### config.mk
export PLATFORM = sky130hd
export DESIGN_NAME = lsu_mem_arbiter
export DESIGN_NICKNAME = d
export VERILOG_FILES = /design/src/rtl/lsu_mem_arbiter.sv
export SDC_FILE = /design/constraint.sdc
export NUM_CORES = 1
export LEC_CHECK = 0
export ABC_CLOCK_PERIOD_IN_PS = 2500
export CELL_PAD_IN_SITES_DETAIL_PLACEMENT = 0
export CELL_PAD_IN_SITES_GLOBAL_PLACEMENT = 1
export CORE_ASPECT_RATIO = 1.4
export CORE_MARGIN = 5
export CORE_UTILIZATION = 33
export CTS_BUF_LIST = sky130_fd_sc_hd__clkbuf_2
export CTS_CLUSTER_SIZE = 24
export DETAILED_ROUTE_END_ITERATION = 10
export HOLD_SLACK_MARGIN = 0.12
export PLACE_DENSITY_LB_ADDON = 0.1
export SLEW_MARGIN = 20
export SYNTH_ARGS = -nofsm -noshare
export SYNTH_HDL_FRONTEND = slang
export SYNTH_SLANG_ARGS = --single-unit
### constraint.sdc
create_clock -name clk_i -period 2.5 [get_ports clk_i]
set_clock_uncertainty 0.2 [all_clocks]
set_input_delay 0.375 -clock clk_i [delete_from_list [all_inputs] [get_ports clk_i]]
set_output_delay 0.375 -clock clk_i [all_outputs]
set_load 0.03 [all_outputs]
### src/rtl/lsu_mem_arbiter.sv
// Arbitrates the LSU's single cache-controller port between speculative loads (LDQ) and
// committed stores (SDQ); one request in flight, load data returned as a ROB writeback.
module lsu_mem_arbiter #(
  parameter int XLEN         = 32,
  parameter int ROB_IDX_W    = 5,
  parameter int STARVE_LIMIT = 4
) (
  input  logic                 clk_i,
  input  logic                 rst_ni,
  input  logic                 flush_i,
  input  logic                 ldq_issue_vld_i,
  input  logic [XLEN-1:0]      ldq_issue_addr_i,
  input  logic [ROB_IDX_W-1:0] ldq_issue_rob_i,
  output logic                 ldq_issue_en_o,
  input  logic                 sdq_issue_vld_i,
  input  logic [XLEN-1:0]      sdq_issue_addr_i,
  input  logic [XLEN-1:0]      sdq_issue_data_i,
  input  logic                 sdq_full_i,
  output logic                 sdq_issue_en_o,
  output logic                 cc_req_vld_o,
  output logic                 cc_req_wr_rd_o,
  output logic [XLEN-1:0]      cc_req_addr_o,
  output logic [XLEN-1:0]      cc_req_data_o,
  output logic [ROB_IDX_W-1:0] cc_req_rob_o,
  input  logic                 cc_stall_i,
  input  logic                 cc_ld_vld_i,
  input  logic [XLEN-1:0]      cc_ld_data_i,
  output logic                 wb_vld_o,
  output logic [ROB_IDX_W-1:0] wb_rob_o,
  output logic [XLEN-1:0]      wb_data_o,
  output logic                 busy_o
);

  localparam int CNT_W = $clog2(STARVE_LIMIT + 1);
  localparam logic [CNT_W-1:0] STARVE_MAX = CNT_W'(STARVE_LIMIT);

  typedef enum logic [1:0] {IDLE, REQ, WAIT_LD, DRAIN} state_t;

  state_t                 state_reg, state_next;
  logic [CNT_W-1:0]       starve_cnt_reg, starve_cnt_next;
  logic                   req_wr_reg;
  logic [XLEN-1:0]        req_addr_reg, req_data_reg;
  logic [ROB_IDX_W-1:0]   req_rob_reg;
  logic                   wb_vld_reg, wb_vld_next;
  logic [ROB_IDX_W-1:0]   wb_rob_reg;
  logic [XLEN-1:0]        wb_data_reg;

  logic starved, load_ok, store_win, grant_st, grant_ld, accept;

  // A flushed load is treated as absent, so a pending store can take the slot.
  assign starved   = (starve_cnt_reg == STARVE_MAX);
  assign load_ok   = ldq_issue_vld_i && !flush_i;
  assign store_win = sdq_issue_vld_i && (!load_ok || sdq_full_i || starved);
  assign grant_st  = (state_reg == IDLE) && store_win;
  assign grant_ld  = (state_reg == IDLE) && !store_win && load_ok;

  assign ldq_issue_en_o = grant_ld && rst_ni;
  assign sdq_issue_en_o = grant_st && rst_ni;

  assign cc_req_vld_o   = (state_reg == REQ) && !(flush_i && !req_wr_reg);
  assign accept         = cc_req_vld_o && !cc_stall_i;
  assign cc_req_wr_rd_o = cc_req_vld_o && req_wr_reg;
  assign cc_req_addr_o  = cc_req_vld_o ? req_addr_reg : '0;
  assign cc_req_data_o  = cc_req_vld_o ? req_data_reg : '0;
  assign cc_req_rob_o   = cc_req_vld_o ? req_rob_reg  : '0;

  // A flush coinciding with the writeback pulse kills it.
  assign wb_vld_o  = wb_vld_reg && !flush_i;
  assign wb_rob_o  = wb_vld_o ? wb_rob_reg  : '0;
  assign wb_data_o = wb_vld_o ? wb_data_reg : '0;
  assign busy_o    = (state_reg != IDLE);

  always_comb begin
    state_next      = state_reg;
    starve_cnt_next = starve_cnt_reg;
    wb_vld_next     = 1'b0;
    case (state_reg)
      IDLE: begin
        if (grant_st) begin
          state_next      = REQ;
          starve_cnt_next = '0;
        end else if (grant_ld) begin
          state_next = REQ;
          if (sdq_issue_vld_i && !starved) starve_cnt_next = starve_cnt_reg + CNT_W'(1);
        end
      end
      REQ: begin
        if (!req_wr_reg && flush_i) state_next = IDLE;
        else if (accept)            state_next = req_wr_reg ? IDLE : WAIT_LD;
      end
      WAIT_LD: begin
        if (cc_ld_vld_i) begin
          state_next  = IDLE;
          wb_vld_next = !flush_i;
        end else if (flush_i) begin
          state_next = DRAIN;
        end
      end
      DRAIN: begin
        if (cc_ld_vld_i) state_next = IDLE;
      end
      default: state_next = IDLE;
    endcase
  end

  always_ff @(posedge clk_i or negedge rst_ni) begin
    if (!rst_ni) begin
      state_reg      <= IDLE;
      starve_cnt_reg <= '0;
      req_wr_reg     <= 1'b0;
      req_addr_reg   <= '0;
      req_data_reg   <= '0;
      req_rob_reg    <= '0;
      wb_vld_reg     <= 1'b0;
      wb_rob_reg     <= '0;
      wb_data_reg    <= '0;
    end else begin
      state_reg      <= state_next;
      starve_cnt_reg <= starve_cnt_next;
      wb_vld_reg     <= wb_vld_next;
      if (grant_st) begin
        req_wr_reg   <= 1'b1;
        req_addr_reg <= sdq_issue_addr_i;
        req_data_reg <= sdq_issue_data_i;
        req_rob_reg  <= '0;
      end else if (grant_ld) begin
        req_wr_reg   <= 1'b0;
        req_addr_reg <= ldq_issue_addr_i;
        req_data_reg <= '0;
        req_rob_reg  <= ldq_issue_rob_i;
      end
      if (wb_vld_next) begin
        wb_rob_reg  <= req_rob_reg;
        wb_data_reg <= cc_ld_data_i;
      end
    end
  end

endmodule

# --- Word-level counts from Yosys, hierarchy flattened ---
# Cells that the tools add are included.
word_totals:
  output_inout_bits: 112
  wordCells: 73
  in_bits: 141
  register_bits: 113
op_classes:
  addsub: 1
  reduce_logical: 28
  n_mux: 27
  n_eq_ne: 8
op_table:
  columns: ["op", "count"]
  rows:
  - ["$mux 32", 7]
  - ["$mux 5", 4]
  - ["$mux 2", 8]
  - ["$logic_and 1x1->1", 13]
  - ["$mux 3", 3]
  - ["$pmux 2 s4", 1]
  - ["$logic_not 1->1", 7]
  - ["$ne 3x3->1 const B", 2]
  - ["$reduce_bool 2->1", 3]
  - ["$eq 2x2->1 const B", 2]
  - ["$mux 1", 4]
  - ["$reduce_and 4->1", 1]
  - ["$add 3x1->3 const B", 1]
  - ["$eq 3x3->1 const B", 1]
  - ["$ne 3x2->1 const B", 1]
  - ["$reduce_and 3->1", 1]
  - ["$eq 2x1->1 const B", 1]
  - ["$logic_not 2->1", 1]
  - ["$logic_or 1x1->1", 2]
  - ["$ne 2x2->1 const B", 1]

# --- Longest topological paths before layout ---
# Gate-level depths: netlist of run 1.
depth:
  ltp_word: 12
  ltp_mapped: 8
  depth_no_buf: 5

# --- Worst setup path before layout of run 1 ---
# Ideal clock, no wire load.
synth_path:
  path_kind: "flip-flop to output port"
  startpoint: "register state_reg[1]"
  endpoint: "output ldq_issue_en_o"
  slack_ns: 0.059
  arrival_ns: 1.866
  required_time_ns: 1.925
  path_buffers: 2
  path_stages_with_launch: 6
  cell_sequence: "dfrtp_1 buf_6 nor4b_1 buf_2 nand2_1 a21oi_1"
synth_via:
  elab_chain_cells: 4
synth_lines:
  columns: ["element", "line", "source"]
  rows:
  - ["from (decl)", "39", "state_t state_reg, state_next;"]
  - ["from (signal assigned)", "118", "state_reg <= state_next;"]
  - ["$logic_not 2->1", "55", "assign grant_ld = (state_reg == IDLE) && !store_win && load_ok;"]
  - ["$logic_and 1x1->1 (2 in series)", "55", null]
  - ["$logic_and 1x1->1", "57", "assign ldq_issue_en_o = grant_ld && rst_ni;"]
  - ["to (decl)", "14", "output logic ldq_issue_en_o,"]
# Every way passes these cells.

# --- Worst setup path after layout of run 1 ---
layout_path:
  startpoint: "register state_reg[1]"
  endpoint: "output cc_req_addr_o[7]"
layout_via:
  elab_chain_cells: 3
layout_lines:
  columns: ["element", "line", "source"]
  rows:
  - ["$eq 2x1->1", "60", "assign cc_req_vld_o = (state_reg == REQ) && !(flush_i && !req_wr_reg);"]
  - ["$logic_and 1x1->1", "60", null]
  - ["$mux 32", "63", "assign cc_req_addr_o = cc_req_vld_o ? req_addr_reg : '0;"]
  - ["to (decl)", "22", "output logic [XLEN-1:0] cc_req_addr_o,"]
# Every way passes these cells.

==> results of run 1 <==
## worst register-to-register path, cell delays in order, from the launching register on
cell and delay, ps:
sky130_fd_sc_hd__dfrtp_2 470, sky130_fd_sc_hd__buf_12 140, sky130_fd_sc_hd__buf_4 140, sky130_fd_sc_hd__or4b_4 520, sky130_fd_sc_hd__buf_12 190, sky130_fd_sc_hd__mux2_4 340, sky130_fd_sc_hd__mux2_2 250
## worst paths after layout
| path | start | endpoint | cells after the start |
|---|---|---|---|
| min in group clk_i | ldq_issue_addr_i[11] | req_addr_reg[11] | 3 |
| max in group asynchronous | rst_ni | wb_rob_reg[4] | 3 |
| worst max-delay path | state_reg[1] | cc_req_addr_o[7] | 7 |
| worst min-delay path | rst_ni | req_addr_reg[16] | 3 |
| worst max register to register | state_reg[1] | req_addr_reg[20] | 6 |
| worst min register to register | wb_data_reg[16] | wb_data_reg[16] | 1 |
## cell families (layout without fill, tap and decap cells)
logic type	after synthesis	in the layout	share of synthesized area, %
mux	133	133	26.5
flops	113	113	49.1
fa+ha+maj	2	2	0.435
buf+inv	71	465	5.54
other cells	0	2	0
compound gates	15	15	1.63
simple gates	171	171	16.7
## where the power goes
group | internal (uW) | switching, uW | leakage (uW)
Combinational | 3640 | 2810 | 0.00338
Sequential | 2650 | 466 | 0.00142
Clock | 851 | 695 | 0.000177
## timing repair
action	CTS	global route
setup buffers	9	2
hold buffers	104	0
setup endpoints to repair	74	74
cloned	3	3
endpoints found under the hold margin	216	0
pin swaps	16	15
gates resized for setup	127	30
## layer usage
metal | vias to the layer above | share of wire [%] | GRT usage (%)
li1 | 2407 | - | -
met1 | 2469 | 37 | 19.2
met2 | 169 | 55 | 33.3
met3 | 21 | 6.5 | 5.55
met4 | 0 | 1.4 | 5.41
met5 | - | 0 | 0
## cell usage in the layout (no fill, tap or decap), drive strengths merged
cell type	instances
nand2b	3
or2	1
o31a	1
a21o	1
mux2	101
a21oi	8
o41ai	1
nor4b	1
clkinvlp	2
and2	107
dlygate4sd2	1
nand4	2
buf	148
inv	39
clkdlybuf4s50	139
bufinv	6
clkbuf	22
or4b	1
clkinv	4
o22ai	1
nor2	3
nor4bb	1
dlygate4sd3	104
ha	2
o21ai	1
o311ai	2
diode	2
mux2i	32
nand2	47
nor2b	2
or3b	1
dfrtp	113
nor3b	2
## cell usage after synthesis, types with 2 or more instances
| cell | n |
|---|---|
| sky130_fd_sc_hd__dfrtp_1 | 113 |
| sky130_fd_sc_hd__and2_1 | 107 |
| sky130_fd_sc_hd__mux2_2 | 83 |
| sky130_fd_sc_hd__nand2_1 | 47 |
| sky130_fd_sc_hd__inv_1 | 39 |
| sky130_fd_sc_hd__mux2i_1 | 32 |
| sky130_fd_sc_hd__mux2_4 | 18 |
| sky130_fd_sc_hd__buf_2 | 15 |
| sky130_fd_sc_hd__clkbuf_1 | 13 |
| sky130_fd_sc_hd__a21oi_1 | 8 |
| sky130_fd_sc_hd__buf_6 | 3 |
| sky130_fd_sc_hd__nand2b_1 | 3 |
| sky130_fd_sc_hd__nor2_1 | 3 |
| sky130_fd_sc_hd__ha_1 | 2 |
| sky130_fd_sc_hd__nand4_1 | 2 |
| sky130_fd_sc_hd__nor2b_1 | 2 |
| sky130_fd_sc_hd__nor3b_1 | 2 |
| sky130_fd_sc_hd__o311ai_0 | 2 |
## cell type report
| class | count | area [um2] | share of cell area [%] |
|---|---|---|---|
| Multi-Input combinational cell | 321 | 2850 | 26.9 |
| Sequential cell | 113 | 2830 | 26.7 |
| Antenna cell | 2 | 5.00 | 0.0472 |
| Tap cell | 236 | 295 | 2.79 |
| Clock buffer | 19 | 95.1 | 0.897 |
| Clock inverter | 12 | 214 | 2.02 |
| Inverter | 39 | 146 | 1.38 |
| Timing Repair Buffer | 395 | 4160 | 39.3 |
## per-stage QoR
| stage | hold slack (ps) | utilization [%] | area (um2) | worst slack (ps) |
|---|---|---|---|---|
| detailed placement | 287 | 49.2 | 8500 | -72.5 |
| global placement | 280 | 49.2 | 8500 | -17.8 |
| floorplan | -121 | - | 5750 | 59.0 |
| global route | 143 | 61.4 | 10600 | -299 |
| CTS | 136 | 60.5 | 10400 | -266 |
| finish | 241 | 61.4 | 10600 | -144 |
==> flow_metrics.tcl, run 1 <==
set metrics [dict create \
    routedWlPerCell_um 16.2 \
    via_count 5066 \
    synth_edf_count 0 \
    global_router_s_overall_resource_usage_pct 18.0 \
    synthDominantAreaCellType "sky130_fd_sc_hd__dfrtp_1" \
    relSlewSlack_pct 46.5 \
    cts.reportedPaths.clkPinSlew_ps 180 \
    final.period_utilization_pct 106 \
    cp_top_family "buffers and inverters" \
    design.final.nets 1030 \
    post-layout-total-power_uw 11100 \
    syn_area_per_cell_um2 11.4 \
    synth.area.top_cells "sky130_fd_sc_hd__dfrtp_1 (49%), sky130_fd_sc_hd__mux2_2 (16%), sky130_fd_sc_hd__and2_1 (12%)" \
    die_wd_um 122 \
    worst_hold_path_class "in2async" \
    critical_path.max_stage_delay_ps 470 \
    clock_insertion_delay_worst_skew_ps 640 \
    yosys.cell_types.count 29 \
    power.density_mw_per_mm2 1050 \
    core_area_mm2 0.0173 \
    report.final.hold_viol_count 0 \
    worst_ir_drop_vdd_mv 0.736 \
    dpl.hpwl_mm 12.5 \
    crit_end_category "output pin" \
    fp-row-count 57 \
    max_clock_freq_mhz 378 \
    antenna_violations_before_repair 2 \
    cp_common_cell "sky130_fd_sc_hd__buf_12" \
    die_h_um 166 \
    place.gp.congestion 0.777 \
    slew_viol_final 0 \
    ys_seq_area_share_pct 49.1 \
    grt_pass1_wl_mm 28.9 \
    worst_slew_pin_slew_ps 802 \
    first_global_vias 5625 \
    fin_ws_ps -144 \
    slowest_stage "sky130_fd_sc_hd__dfrtp_2" \
    drv_cap 0 \
    failed_checks "negative setup slack" \
    fillers 1429 \
    timing.critical_path.from_type "flop" \
    required_ps 1920 \
    drt-vias-per-instance 4.46 \
    detail_route.drc_violations 0 \
    final.setup.tns_ps -5040 \
    wl_mm 18.4 \
    place_inst 984 \
    criticalPathCategory "reg2out" \
    critical_path.cell_chain "nand2b_4, nor2_4, buf_12, buf_12, buf_16, and2_4, buf_6" \
    outcome "finished with violations" \
    async_flop_share_pct 100 \
    cts.path.max_buffers 2 \
    ioPinCount 253 \
    ys_warn_count 0 \
    layout-area-overhead-vs-synth_pct 84.1 \
    rrSetupSlack_ps 150 \
    die_area_mm2 0.0202 \
    portBuffers 252 \
    synthesis.area_mm2 0.00575 \
    wp_buf_inv 4 \
    ant_nets 0 \
    clock_tree.root_cell "sky130_fd_sc_hd__clkbuf_2" \
    h_tree_levels 4 \
    tritoncts.num_buffers 17 \
    cts_sinks 113 \
    ys_ff_latch 113 \
    finish.cell_count_without_fillers 1137 \
    syn-num-nets 648 \
    finalSetupViolCount 72 \
    netlist_instances 505 \
    cts_tree "built" \
    firstDrtPassIters 4 \
    ys.flop_type "sky130_fd_sc_hd__dfrtp_1" \
    grt_overflow 0 \
    drtIter0Drc 171 \
    rsz_0062_raised_after_global_routing "yes" \
    cp.arrival_ps 2070 \
    power_leakage_uw 0.00498 \
    drive_gt1_share_pct 40.4 \
    initial_core_util_pct 33.3 \
    synth_top_area_share_pct 49.1 \
    path_max_fanout 9 \
    period_minus_slack_ps 2640 \
    grt_start_max_net_pins 63 \
]
Power figures use the tool's default switching activity.
==> run 2, diff against run 1 <==
--- a/config.mk
+++ b/config.mk
@@ -10,12 +10,14 @@
 export CELL_PAD_IN_SITES_GLOBAL_PLACEMENT = 1
 export CORE_ASPECT_RATIO = 1.4
 export CORE_MARGIN = 5
-export CORE_UTILIZATION = 33
+export CORE_UTILIZATION = 35
 export CTS_BUF_LIST = sky130_fd_sc_hd__clkbuf_2
 export CTS_CLUSTER_SIZE = 24
 export DETAILED_ROUTE_END_ITERATION = 10
+export DONT_BUFFER_PORTS = 1
 export HOLD_SLACK_MARGIN = 0.12
 export PLACE_DENSITY_LB_ADDON = 0.1
+export SKIP_LAST_GASP = 1
 export SLEW_MARGIN = 20
 export SYNTH_ARGS = -nofsm -noshare
 export SYNTH_HDL_FRONTEND = slang
==> run 2 against run 1 <==
Effect of this change:
- the run now fails in clock tree synthesis
- synthesized cell count did not move
- synthesized area did not move
==> flow_metrics.tcl, run 2 <==
set metrics [dict create \
    ioPinCount 253 \
    async_flop_share_pct 100 \
    postCtsResizedCells 95 \
    outcome.stop_stage "clock tree synthesis" \
    die_h_um 162 \
    dpl.hpwl_mm 10.9 \
    dpl-instance-area_mm2 0.00678 \
    die_wd_um 118 \
    ys_ff_latch 113 \
    netlist_instances 505 \
    tritoncts.num_buffers 17 \
    synthMostInstantiatedCell "sky130_fd_sc_hd__dfrtp_1" \
    place.gp.congestion 0.752 \
    ys.flop_type "sky130_fd_sc_hd__dfrtp_1" \
    ys_seq_area_share_pct 49.1 \
    yosys.cell_types.count 29 \
    cts.path.max_buffers 2 \
    syn_area_per_cell_um2 11.4 \
    syn-num-nets 648 \
    cts_hold_buffers 154 \
    portBuffers 0 \
    post-cts-setup-buffers 9 \
    clock_tree.root_cell "sky130_fd_sc_hd__clkbuf_2" \
    cts_sinks 113 \
    initial_core_util_pct 35.6 \
    ys_warn_count 0 \
    h_tree_levels 4 \
    synth_top_area_share_pct 49.1 \
    synth_edf_count 0 \
    toolErrorMsg "[ERROR RSZ-0060] Max buffer count reached." \
    synthesis.area_mm2 0.00575 \
    ys_top_cells_by_count "sky130_fd_sc_hd__dfrtp_1 (113), sky130_fd_sc_hd__and2_1 (107), sky130_fd_sc_hd__mux2_2 (83)" \
    synth.area.top_cells "sky130_fd_sc_hd__dfrtp_1 (49%), sky130_fd_sc_hd__mux2_2 (16%), sky130_fd_sc_hd__and2_1 (12%)" \
    fp-row-count 55 \
    outcome "stopped before the end" \
    synthDominantAreaCellType "sky130_fd_sc_hd__dfrtp_1" \
    pre_cts_slack_ps 236 \
]
## run 2: cell counts after synthesis
No cell type changed its count.
## run 2: logic make-up after synthesis
kind of cell    Yosys count  synth area share [%]
fa+ha+maj                 2                 0.435
compound gates           15                  1.63
mux                     133                  26.5
flops                   113                  49.1
buf+inv                  71                  5.54
simple gates            171                  16.7
## run 2: stage by stage
step,hold slack (ps),utilization [%],cells
after floorplan,-121,-,505
after global placement,-118,41.9,725
after detailed placement,-118,41.9,725
==> run 3, diff against run 2 <==
==> config.mk (replaced) <==
export PLATFORM = sky130hd
export DESIGN_NAME = lsu_mem_arbiter
export DESIGN_NICKNAME = d
export VERILOG_FILES = /design/src/rtl/lsu_mem_arbiter.sv
export SDC_FILE = /design/constraint.sdc
export NUM_CORES = 1
export LEC_CHECK = 0
export ABC_CLOCK_PERIOD_IN_PS = 2500
export CORE_MARGIN = 5
export CORE_UTILIZATION = 20
export DETAILED_ROUTE_END_ITERATION = 10
export DONT_BUFFER_PORTS = 1
export PLACE_DENSITY_LB_ADDON = 0.15
export SKIP_LAST_GASP = 1
export SLEW_MARGIN = 20
export SYNTH_ARGS = -nofsm -noshare
export SYNTH_HDL_FRONTEND = slang
export SYNTH_SLANG_ARGS = --single-unit
==> run 3 against run 2 <==
Effect of this change:
- the flow now finishes, with violations (negative hold slack)
==> flow_metrics.tcl, run 3 (synthesis results as in run 1) <==
set metrics [dict create \
    outcome "finished with violations" \
    failed_checks "negative hold slack" \
    drive_gt1_share_pct 35.1 \
    crit_end_category "output pin" \
    final.setup.tns_ps 0 \
    netSwitchingPower_uw 3740 \
    cts.path.max_buffers 2 \
    detail_route.drc_violations 0 \
    cts_tree "built" \
    initial_core_util_pct 20.2 \
    n_antenna_cell 0 \
    required_ps 1920 \
    cts_hold_buffers 103 \
    relSlewSlack_pct 63.8 \
    final.period_utilization_pct 97.4 \
    ioPinCount 253 \
    grt_overflow 0 \
    die_wd_um 180 \
    tritoncts.num_buffers 17 \
    place_inst 900 \
    grt_start_max_net_pins 116 \
    routedWlPerCell_um 16.3 \
    drv_cap 0 \
    pwr-share-clk_pct 22.2 \
    firstDrtPassIters 4 \
    die_area_mm2 0.0323 \
    grt_pass1_wl_mm 27.1 \
    critical_path.max_stage_delay_ps 490 \
    path_max_fanout 4 \
    cts.reportedPaths.clkPinSlew_ps 60 \
    cp.arrival_ps 1860 \
    share_seq_of_total_power_pct 30.8 \
    design.final.nets 783 \
    worst_ir_drop_vdd_mv 0.619 \
    power.share.switching_pct 37.5 \
    slew_viol_final 0 \
    global_router_s_overall_resource_usage_pct 10.5 \
    finish.cell_count_without_fillers 1037 \
    antenna_violations_before_repair 0 \
    final_common_cell "sky130_fd_sc_hd__dfrtp_1" \
    worst_hold_path_class "in2async" \
    post-layout-total-power_uw 9970 \
    finalSetupViolCount 0 \
    drtIter0Drc 78 \
    criticalPathCategory "reg2out" \
    power_leakage_uw 0.00380 \
    finalHoldWorstSlack_ps -542 \
    int_power_uw 6230 \
    place.gp.congestion 0.692 \
    fp-row-count 62 \
    h_tree_levels 4 \
    clock_insertion_delay_worst_skew_ps 410 \
    portBuffers 0 \
    wl_mm 16.9 \
    cts_sinks 113 \
    timing.rr.start "state_reg[0]" \
    cp-startpoint "state_reg[0]" \
    timing.critical_path.from_type "flop" \
    via_count 4205 \
    core_area_mm2 0.0285 \
    cp_top_family "simple AND/OR/NAND/NOR gates" \
    clock_tree.root_cell "sky130_fd_sc_hd__clkbuf_16" \
    ant_nets 0 \
    final_cell_mix "sky130_fd_sc_hd__dfrtp_1 (112), sky130_fd_sc_hd__dlygate4sd3_1 (103), sky130_fd_sc_hd__mux2_2 (83), sky130_fd_sc_hd__and2_1 (65), sky130_fd_sc_hd__nand2_1 (47)" \
    die_h_um 180 \
    rsz_0062_raised_after_global_routing "yes" \
    layout-area-overhead-vs-synth_pct 47.6 \
    power.density_mw_per_mm2 1170 \
    worst_slew_pin_slew_ps 543 \
    slowest_stage "sky130_fd_sc_hd__or3b_2" \
    max_clock_freq_mhz 411 \
    drt-vias-per-instance 4.05 \
    dpl.hpwl_mm 11.5 \
    period_minus_slack_ps 2430 \
    wp_buf_inv 2 \
    combinational_fraction_of_design_power_pct 47.0 \
    report.final.hold_viol_count 113 \
    critical_path.cell_chain "buf_4, or3b_2, a21oi_4, and2_4, buf_12" \
    first_global_vias 4752 \
]
run 3: repair_timing:
| action | 4_1_cts | 5_1_grt |
|---|---|---|
| gates resized for setup | 47 | 4 |
| setup buffers | 2 | 0 |
| hold endpoints to repair | 215 | 113 |
| endpoints found under the setup margin | 70 | 46 |
run 3: power by group through the flow:
stage          registers, uW  logic, uW  clock network [uW]
5_1_grt                 3180       5020                2390
4_1_cts                 3070       4760                2330
2_1_floorplan           2960       3120                   0
6_report                3070       4680                2210
3_5_place_dp            3100       4470                   0
3_3_place_gp            3060       4400                   0
run 3: layout make-up:
class                      count  area, um2
clock buffer                  19        443
clock inverter                13       90.1
fill                        2898      20100
inverter                      39        146
multi-input combinational    321       2720
sequential                   113       2830
tap                          384        480
timing repair buffer         148       1790
run 3: path summary, 6_finish.rpt:
check	end	slack, ps	cells past startpoint
setup / recovery	sdq_issue_en_o	70	5
hold / removal	wb_data_reg[8]	-540	0
setup reg to reg	req_addr_reg[14]	220	4
hold reg to reg	wb_data_reg[26]	290	1
max in group asynchronous	req_data_reg[9]	2490	0
min in group clk_i	wb_vld_reg	30	2
run 3: metrics by stage:
| stage | area [um2] | worst slack (ps) | util, % |
|---|---|---|---|
| 6_report | 8490 | 65.9 | 29.8 |
| 5_1_grt | 8490 | -19.6 | 29.8 |
| 4_1_cts | 8480 | 8.10 | 29.7 |
| 3_5_place_dp | 6830 | 201 | 23.9 |
| 3_3_place_gp | 6830 | 250 | 23.9 |
| 2_1_floorplan | 5750 | 59.0 | - |
run 3: metal layers:
layer,GRT usage [%],wire length (um),up-vias
met5,0,0,-
met1,12.1,6940,2081
met4,3.51,327,0
li1,-,-,1918
met2,18.0,8500,183
met3,3.78,1120,23
